### config.mk
export PLATFORM = sky130hd
export DESIGN_NAME = tt_dpll_lock_ctrl
export DESIGN_NICKNAME = d
export VERILOG_FILES = /design/src/rtl/tt_dpll_lock_ctrl.sv
export SDC_FILE = /design/constraint.sdc
export NUM_CORES = 1
export LEC_CHECK = 0
export CAP_MARGIN = 20
export CORE_MARGIN = 4
export CORE_UTILIZATION = 58
export DETAILED_ROUTE_END_ITERATION = 10
export MAX_ROUTING_LAYER = met4
export PLACE_DENSITY = 0.82
export SLEW_MARGIN = 20
export SYNTH_ARGS = -nofsm -noshare
export SYNTH_HDL_FRONTEND = slang
export SYNTH_SLANG_ARGS = --single-unit
### constraint.sdc
create_clock -name o_clk_gen -period 3.51 [get_ports o_clk_gen]
set_input_delay 0.351 -clock o_clk_gen [delete_from_list [all_inputs] [get_ports o_clk_gen]]
set_output_delay 0.351 -clock o_clk_gen [all_outputs]
set_load 0.05 [all_outputs]
### src/rtl/tt_dpll_lock_ctrl.sv
// tt_dpll_lock_ctrl: DPLL acquisition/lock sequencer.
// Counts PFD activity per reference window (one i_clk_div period) and steps the loop filter
// gain COARSE -> FINE -> LOCKED, with hysteresis on lock loss and an acquisition timeout.
// All flops sit on one scan chain; shifting freezes the functional update.
module tt_dpll_lock_ctrl #(
  parameter int unsigned ERR_W          = 8,
  parameter int unsigned COARSE_THRESH  = 8,
  parameter int unsigned FINE_THRESH    = 1,
  parameter int unsigned COARSE_WINDOWS = 4,
  parameter int unsigned LOCK_WINDOWS   = 16,
  parameter int unsigned UNLOCK_WINDOWS = 3,
  parameter int unsigned ACQ_TIMEOUT    = 1024
) (
  input  logic       o_clk_gen,
  input  logic       i_rst_n,
  input  logic       i_enable,
  input  logic       i_up,
  input  logic       i_down,
  input  logic       i_clk_div,
  input  logic       i_clr_lost,
  output logic [1:0] o_gain_sel,
  output logic       o_lpf_clear,
  output logic       o_locked,
  output logic       o_lock_lost,
  output logic [2:0] o_state,
  input  logic       i_scan_en,
  input  logic       i_scan_in,
  output logic       o_scan_out
);

  localparam int unsigned GoodMax = (COARSE_WINDOWS > LOCK_WINDOWS) ? COARSE_WINDOWS
                                                                     : LOCK_WINDOWS;
  localparam int unsigned GoodW   = $clog2(GoodMax + 1);
  localparam int unsigned BadW    = $clog2(UNLOCK_WINDOWS + 1);
  localparam int unsigned AcqW    = $clog2(ACQ_TIMEOUT + 1);
  localparam int unsigned ChainW  = 3 + GoodW + BadW + AcqW + ERR_W + 2;

  localparam logic [ERR_W-1:0] CoarseThr = ERR_W'(COARSE_THRESH);
  localparam logic [ERR_W-1:0] FineThr   = ERR_W'(FINE_THRESH);
  localparam logic [GoodW-1:0] CoarseWin = GoodW'(COARSE_WINDOWS);
  localparam logic [GoodW-1:0] LockWin   = GoodW'(LOCK_WINDOWS);
  localparam logic [BadW-1:0]  UnlockWin = BadW'(UNLOCK_WINDOWS);
  localparam logic [AcqW-1:0]  AcqLimit  = AcqW'(ACQ_TIMEOUT);

  typedef enum logic [2:0] {
    StIdle   = 3'd0,
    StCoarse = 3'd1,
    StFine   = 3'd2,
    StLocked = 3'd3,
    StLost   = 3'd4
  } state_e;

  state_e             state_q, state_d;
  logic [GoodW-1:0]   good_q, good_d;
  logic [BadW-1:0]    bad_q, bad_d;
  logic [AcqW-1:0]    acq_q, acq_d;
  logic [ERR_W-1:0]   err_cnt_q, err_cnt_d;
  logic               div_q, div_d;
  logic               lock_lost_q, lock_lost_d;

  logic               act, win_end, coarse_ok, fine_ok;
  logic [GoodW-1:0]   good_inc;
  logic [BadW-1:0]    bad_inc;
  logic [AcqW-1:0]    acq_inc;
  logic [ChainW-1:0]  chain_shift;

  assign act       = i_up | i_down;
  assign win_end   = i_clk_div & ~div_q;
  // err_cnt_q holds the finished window's count on the win_end cycle
  assign coarse_ok = (err_cnt_q <= CoarseThr);
  assign fine_ok   = (err_cnt_q <= FineThr);
  assign good_inc  = good_q + GoodW'(1);
  assign bad_inc   = bad_q + BadW'(1);
  assign acq_inc   = acq_q + AcqW'(1);

  // Chain order from i_scan_in: state MSB first ... lock_lost last (drives o_scan_out)
  assign chain_shift = {i_scan_in, state_q, good_q, bad_q, acq_q, err_cnt_q, div_q};

  // Next-state: window counter, sequencer, sticky flag, then scan override
  always_comb begin
    state_d = state_q;
    good_d  = good_q;
    bad_d   = bad_q;
    acq_d   = acq_q;
    div_d   = i_clk_div;

    if (win_end) begin
      err_cnt_d = ERR_W'(act);
    end else if (&err_cnt_q) begin
      err_cnt_d = err_cnt_q;
    end else begin
      err_cnt_d = err_cnt_q + ERR_W'(act);
    end

    case (state_q)
      StIdle: begin
        if (i_enable) begin
          state_d = StCoarse;
          good_d  = '0;
          bad_d   = '0;
          acq_d   = '0;
        end
      end
      StCoarse: begin
        if (win_end) begin
          acq_d  = acq_inc;
          good_d = coarse_ok ? good_inc : '0;
          if (acq_inc == AcqLimit) begin
            state_d = StLost;
          end else if (coarse_ok && (good_inc == CoarseWin)) begin
            state_d = StFine;
            good_d  = '0;
          end
        end
      end
      StFine: begin
        if (win_end) begin
          acq_d  = acq_inc;
          good_d = fine_ok ? good_inc : '0;
          if (acq_inc == AcqLimit) begin
            state_d = StLost;
          end else if (fine_ok && (good_inc == LockWin)) begin
            state_d = StLocked;
            good_d  = '0;
          end else if (!coarse_ok) begin
            state_d = StCoarse;
            good_d  = '0;
          end
        end
      end
      StLocked: begin
        if (win_end) begin
          bad_d = fine_ok ? '0 : bad_inc;
          if (!fine_ok && (bad_inc == UnlockWin)) begin
            state_d = StLost;
          end
        end
      end
      StLost: begin
        state_d = StCoarse;
        good_d  = '0;
        bad_d   = '0;
        acq_d   = '0;
      end
      default: begin
        state_d = StIdle;
        good_d  = '0;
        bad_d   = '0;
        acq_d   = '0;
      end
    endcase

    // LOST restarts acquisition, so its counters are never meaningful
    if (state_d == StLost) begin
      good_d = '0;
      bad_d  = '0;
      acq_d  = '0;
    end

    if (!i_enable) begin
      state_d = StIdle;
      good_d  = '0;
      bad_d   = '0;
      acq_d   = '0;
    end

    // Set wins over a simultaneous clear
    lock_lost_d = (state_d == StLost) | (lock_lost_q & ~i_clr_lost);

    if (i_scan_en) begin
      state_d = state_e'(chain_shift[ChainW-1 -: 3]);
      {good_d, bad_d, acq_d, err_cnt_d, div_d, lock_lost_d} = chain_shift[ChainW-4:0];
    end
  end

  // State and counter flops with asynchronous reset
  always_ff @(posedge o_clk_gen or negedge i_rst_n) begin
    if (!i_rst_n) begin
      state_q     <= StIdle;
      good_q      <= '0;
      bad_q       <= '0;
      acq_q       <= '0;
      err_cnt_q   <= '0;
      div_q       <= 1'b0;
      lock_lost_q <= 1'b0;
    end else begin
      state_q     <= state_d;
      good_q      <= good_d;
      bad_q       <= bad_d;
      acq_q       <= acq_d;
      err_cnt_q   <= err_cnt_d;
      div_q       <= div_d;
      lock_lost_q <= lock_lost_d;
    end
  end

  // Outputs decode the state flop, i.e. the registered next state, keeping the chain minimal
  always_comb begin
    o_gain_sel  = 2'b10;
    o_lpf_clear = 1'b0;
    o_locked    = 1'b0;
    case (state_q)
      StIdle:   o_lpf_clear = 1'b1;
      StFine:   o_gain_sel  = 2'b01;
      StLocked: begin
        o_gain_sel = 2'b00;
        o_locked   = 1'b1;
      end
      StLost:   o_lpf_clear = 1'b1;
      default:  o_gain_sel  = 2'b10;
    endcase
  end

  assign o_state     = state_q;
  assign o_lock_lost = lock_lost_q;
  assign o_scan_out  = lock_lost_q;

endmodule

==> results of run 1 <==
[worst max-delay path, stage by stage (launching register included)]
cell and delay (ps):
dfrtp_1 460, nand3_2 140, or4_1 530, a221o_2 490
o311a_4 420, mux2_4 310, a311oi_2 180
[flip-flops by register name (all words and copies together), names as in the netlist]
signal	flops
err_cnt_q	8
div_q	1
good_q	5
o_lock_lost	1
acq_q	11
bad_q	2
o_state	3
[logic make-up after synthesis]
group / share of synthesized area
adders and majority gates: 0.0383
AOI/OAI and AO/OA: 0.259
buffers and inverters: 0.0389
DFF: 0.349
xor gates and xnor gates: 0.0316
and+or+nand+nor: 0.271
muxes: 0.0118
[power by group through the flow]
stage	logic, mW	clock network (mW)	registers [mW]
2_1_floorplan	0.140	0	0.421
3_3_place_gp	0.206	0	0.419
3_5_place_dp	0.208	0	0.418
4_1_cts	0.209	0.275	0.412
5_1_grt	0.234	0.292	0.418
6_report	0.211	0.273	0.413
[Yosys cell counts (2+ instances only)]
master | number | area (sq um)
xnor2_1 | 4 | 35.0
o21ai_0 | 18 | 90.1
nor3b_1 | 2 | 15.0
inv_1 | 5 | 18.8
nor2_1 | 19 | 71.3
and3_1 | 5 | 31.3
ha_1 | 6 | 75.1
o211ai_1 | 6 | 45.0
o31ai_1 | 4 | 30.0
nor4b_1 | 2 | 17.5
a221o_1 | 2 | 20.0
nor2b_1 | 4 | 25.0
a21oi_1 | 14 | 70.1
nand3_1 | 8 | 40.0
nand2b_1 | 9 | 56.3
nor3_1 | 4 | 20.0
a22o_1 | 6 | 52.6
or4_1 | 4 | 30.0
nor4_1 | 3 | 18.8
xor2_1 | 4 | 35.0
buf_2 | 2 | 10.0
a31oi_1 | 5 | 31.3
o311ai_0 | 2 | 17.5
nand2_1 | 37 | 139
or3_1 | 3 | 18.8
clkbuf_1 | 11 | 41.3
nand4_1 | 4 | 25.0
or2_2 | 3 | 18.8
nand3b_1 | 2 | 15.0
o22ai_1 | 2 | 12.5
dfrtp_1 | 31 | 776
o221ai_1 | 2 | 17.5
a22oi_1 | 13 | 97.6
[metrics by stage]
stage	power [mW]	cell area, sq um	setup WS [ps]	hold WS [ps]
CTS	0.897	2500	877	484
floorplan	0.561	2220	527	55.4
detailed placement	0.627	2420	876	513
global route	0.944	2500	639	521
global placement	0.625	2420	909	505
finish	0.896	2500	868	464
[layout make-up]
type,count,area (sq um),area share
sequential,31,776,0.310
clock inverter,1,5.00,0.00200
timing repair buffer,22,208,0.0830
inverter,5,18.8,0.00750
tap,48,60.1,0.0240
multi-input combinational,215,1360,0.543
clock buffer,7,76.3,0.0305
[routing by layer]
| layer | wire length [microns] | part of all wire |
|---|---|---|
| met5 | 0 | 0 |
| met4 | 61 | 0.012 |
| met3 | 222 | 0.045 |
| met2 | 2320 | 0.47 |
| met1 | 2360 | 0.47 |
[path summary, 6_finish.rpt]
kind / from / to / slack [ps] / cells after the start
worst max-delay path: acq_q[2] / good_q[3] / 870 / 6
worst min-delay path: i_rst_n / err_cnt_q[4] / 460 / 2
worst max register to register: acq_q[2] / good_q[3] / 870 / 6
worst min register to register: div_q / o_lock_lost / 520 / 2
max in group asynchronous: i_rst_n / acq_q[2] / 2760 / 2
min in group o_clk_gen: div_q / o_lock_lost / 520 / 2
==> summary.md, run 1 <==
| Metric | Value |
|---|---|
| Die Span X | 69.9 microns |
| H-tree Lvls | 2 |
| Critical path class | register to register |
| # IOs | 18 |
| Share of cells above drive strength 1 | 0.0712 |
| First-pass GRT wire length | 8.72 mm |
| Post-route insts no fill | 329 |
| # fillers | 317 |
| Setup Fix Bufs, Post-CTS | 0 |
| Ys flop type | dfrtp_1 |
| Final RePlAce weighted congestion | 1.00 |
| DP Wirelength | 3.51 mm |
| Comb power frac | 0.235 |
| WP data required | 3700 ps |
| # hold bufs at CTS | 0 |
| Antenna violations before repair | 0 |
| Final setup vio count | 0 |
| Worst EP arrival | 2830 ps |
| # DRC | 0 |
| Core Area | 3690 sq um |
| Row count | 22 |
| Final Hold Vio Count | 0 |
| First-pass DRT Iterations | 4 |
| Post-Route WL | 4.96 mm |
| Peak supply drop | 346 uV |
| Syn nets | 282 |
| Most used routing layer | met2 |
| CP startpoint kind | register |
| Most frequent cells in the layout | nand2_1 (37), dfrtp_1 (31), nor2_1 (19), o21ai_0 (17), clkdlybuf4s50_1 (17) |
| Die Ht | 69.9 microns |
| Net switching power | 0.298 mW |
| Number of buffers created by CTS | 5 |
| YS warnings | 0 |
| First-iteration detailed-routing DRC count | 228 |
| Commonest non-fill, non-tap cell in the layout | nand2_1 |
| M3 GR Usage | 0.0547 |
| Met2 Resource Use GR | 0.338 |
| DRT antenna net count | 0 |
| Status | complete, no violations |
| All-Layer GR Usage | 0.221 |
| Starting Density | 0.602 |
| Ant diodes | 0 |
| Count of pins over their slew limit | 0 |
| Crit path capture type | register |
| Longest Clk Path Bufs | 2 |
| Slew margin rel. | 0.668 |
| Clock Latency Late Sink | 280 ps |
| Clk pwr share | 0.304 |
| Synth Cell Area | 2220 sq um |
| CTS Sinks | 31 |
| Slew @ Worst Pin | 493 ps |
| Layout Utilization | 0.678 |
| Post-Place Cells | 321 |
| Ys async rst share | 1.00 |
| WL/cell | 15.1 microns |
| Leakage | 1.06 nW |
| Switching share of power | 0.332 |
| Detailed-route via count | 2071 |
| Setup Skew | 2.67 ps |
| Syn avg cell area | 8.31 sq um |
| Max Cap Viol | 0 |
| Tmin final | 2640 ps |
| Die area | 4880 sq um |
| Area growth syn-to-layout | 12.7% |
| Post-route setup TNS | 0 ps |
| CP Max Fanout | 9 |
| CTS tree | built |
| Vias/cell | 6.29 |
| Post-synthesis sequential area ratio | 0.349 |
| Clock slew at reported path FFs | 60 ps |
| Final period util | 0.753 |
| Root Buffer | clkbuf_8 |
| I/O Buffers | 17 |
| RSZ-0062 raised after global routing | no |
| Vias in the first global route | 1945 |
| Largest net degree at the start of global routing | 32 |
| Number of gates resized after CTS | 0 |
| Fmax achieved | 379 MHz |
| Synth Register Bits | 31 |
| Grt ovf | 0 |
| P_int | 0.599 mW |
| Met1 Use GR | 0.298 |
| PwrDens | 358 nW/um^2 |
| Cell variety after synth | 54 |
| Post-synth EDFFs | 0 |
| Min-Delay Path Class | primary input to asynchronous set/reset pin |
| Final #Nets | 295 |
| Mapped Cells | 267 |
| Reg power frac | 0.461 |
(Power assumes the default switching activity.)
==> run 2, diff against run 1 <==
==> constraint.sdc (replaced) <==
create_clock -name o_clk_gen -period 2.76 [get_ports o_clk_gen]
set_input_delay 0.276 -clock o_clk_gen [delete_from_list [all_inputs] [get_ports o_clk_gen]]
set_output_delay 0.276 -clock o_clk_gen [all_outputs]
set_load 0.05 [all_outputs]
==> run 2 against run 1 <==
Against the previous run:
- final cell count is 3.3% higher
- die area stayed put
- sequential share of layout area is 1.2 points lower
- sequential power is 27% higher
- flip-flop and latch count stayed put
- first-iteration DRC count is 5.3% lower
- non-clock buffer count is 11 higher
- via count is 3.9% higher
- worst hold slack worse by 71 ps
- wire length is 8.8% higher
==> summary.md, run 2 (synthesis gave the netlist of run 1 again) <==
| Metric | Value |
|---|---|
| Status | complete, no violations |
| Number of buffers created by CTS | 5 |
| CTS Sinks | 31 |
| Commonest non-fill, non-tap cell in the layout | nand2_1 |
| Final #Nets | 306 |
| All-Layer GR Usage | 0.249 |
| Starting Density | 0.602 |
| Slew @ Worst Pin | 514 ps |
| # hold bufs at CTS | 0 |
| Clock slew at reported path FFs | 70 ps |
| Final setup vio count | 0 |
| Setup Skew | 2.88 ps |
| Longest Clk Path Bufs | 2 |
| First-pass DRT Iterations | 5 |
| # DRC | 0 |
| PwrDens | 460 nW/um^2 |
| CP peak stage delay | 540 ps |
| First-pass GRT wire length | 9.68 mm |
| Slowest cell on crit path | or4_1 |
| WP data required | 2950 ps |
| Die Span X | 69.9 microns |
| P_int | 0.819 mW |
| Min-Delay Path Class | primary input to asynchronous set/reset pin |
| Top sig layer | met4 |
| WL/cell | 15.9 microns |
| Post-Place Cells | 332 |
| Leakage | 1.12 nW |
| Register with the most flip-flops | acq_q |
| Power Total | 1.20 mW |
| # IOs | 18 |
| Crit-path leading delay family | compound AO/OA/AOI/OAI gates |
| Antenna violations before repair | 0 |
| CP cell instances | nand3_2 -> or4_1 -> a221o_2 -> o311a_4 -> mux2_4 -> a311oi_2 |
| Crit path capture type | register |
| Max Cap Viol | 0 |
| Clock Latency Late Sink | 280 ps |
| Area growth syn-to-layout | 17.4% |
| Metal3 WL | 258 microns |
| Final hold slack | 393 ps |
| Die Ht | 69.9 microns |
| Number of gates resized after CTS | 0 |
| Final period util | 0.950 |
| CP startpoint kind | register |
| Vias/cell | 6.33 |
| Count of pins over their slew limit | 0 |
| Clk pwr share | 0.332 |
| Reg power frac | 0.436 |
| RSZ-0062 raised after global routing | no |
| H-tree Lvls | 2 |
| Fmax achieved | 382 MHz |
| CTS tree | built |
| Core Area | 3690 sq um |
| Top Registers | acq_q x11, err_cnt_q x8, good_q x5 |
| Slew margin rel. | 0.656 |
| DP Wirelength | 3.80 mm |
| Die area | 4880 sq um |
| DRT antenna net count | 0 |
| Vias in the first global route | 2063 |
| I/O Buffers | 17 |
| Post-route insts no fill | 340 |
| Max FFs per register | 11 |
| Peak supply drop | 379 uV |
| Routed wl met2 | 2.52 mm |
| Grt ovf | 0 |
| Setup ws final | 139 ps |
| CP Max Fanout | 9 |
| Switching share of power | 0.318 |
| Met1 WL | 2.47 mm |
| Final RePlAce weighted congestion | 0.859 |
| Setup Fix Bufs, Post-CTS | 0 |
| Critical path class | register to register |
| Final Hold Vio Count | 0 |
| Net switching power | 0.381 mW |
| Post-route setup TNS | 0 ps |
| Share of cells above drive strength 1 | 0.116 |
| Most frequent cells in the layout | nand2_1 (37), dfrtp_1 (30), nor2_1 (18), o21ai_0 (17), clkdlybuf4s50_1 (17) |
| Detailed-route via count | 2152 |
| Post-Route WL | 5.40 mm |
| Tmin final | 2620 ps |
| Ant diodes | 0 |
| Row count | 22 |
| Root Buffer | clkbuf_8 |
| Comb power frac | 0.231 |
| Place WS | 145 ps |
| Worst EP arrival | 2820 ps |
| Combined buffer and inverter count along the critical path | 0 |
| Largest net degree at the start of global routing | 38 |
| First-iteration detailed-routing DRC count | 216 |
==> run 2: area by class of cell <==
cell class	count	area, sq um
clock buffers	8	100
fillers	303	1080
inverters	5	18.8
multi-input cells	215	1360
flip-flops and latches	31	777
well taps	48	60.1
repair buffers	33	290
==> run 2: final timing paths <==
| kind | from | end | slack, ps | depth (start not counted) |
|---|---|---|---|---|
| max reg2reg | acq_q[1] | good_q[3] | 140 | 6 |
| min | i_rst_n | err_cnt_q[7] | 390 | 2 |
| max in group asynchronous | i_rst_n | acq_q[5] | 2060 | 2 |
| min in group o_clk_gen | div_q | o_lock_lost | 520 | 2 |
| min reg2reg | div_q | o_lock_lost | 520 | 2 |
| max | acq_q[1] | good_q[3] | 140 | 6 |
==> run 2: layer usage <==
layer,GRT usage,vias to the layer above
li1,-,1051
met1,0.339,1006
met2,0.374,79
met3,0.0388,16
met4,0.100,0
met5,-,-
==> run 2: power groups by stage <==
stage	logic (mW)	clock network, mW	registers (mW)
finish	0.278	0.399	0.524
global route	0.312	0.423	0.529
CTS	0.277	0.403	0.523
detailed placement	0.276	0	0.531
global placement	0.273	0	0.530
floorplan	0.179	0	0.535
==> run 2: through the flow <==
step                       util  cell area, sq um
after detailed placement  0.679              2500
after global placement    0.679              2500
final                     0.707              2610
after CTS                 0.706              2610
after floorplan               -              2220
after global routing      0.707              2610
==> run 2: worst register-to-register path, delay by kind of cell (launching register included) <==
| family | cells | cell delay (ps) |
|---|---|---|
| DFF | 1 | 430 |
| AOI/OAI and AO/OA | 3 | 1090 |
| muxes | 1 | 310 |
| and+or+nand+nor | 2 | 690 |
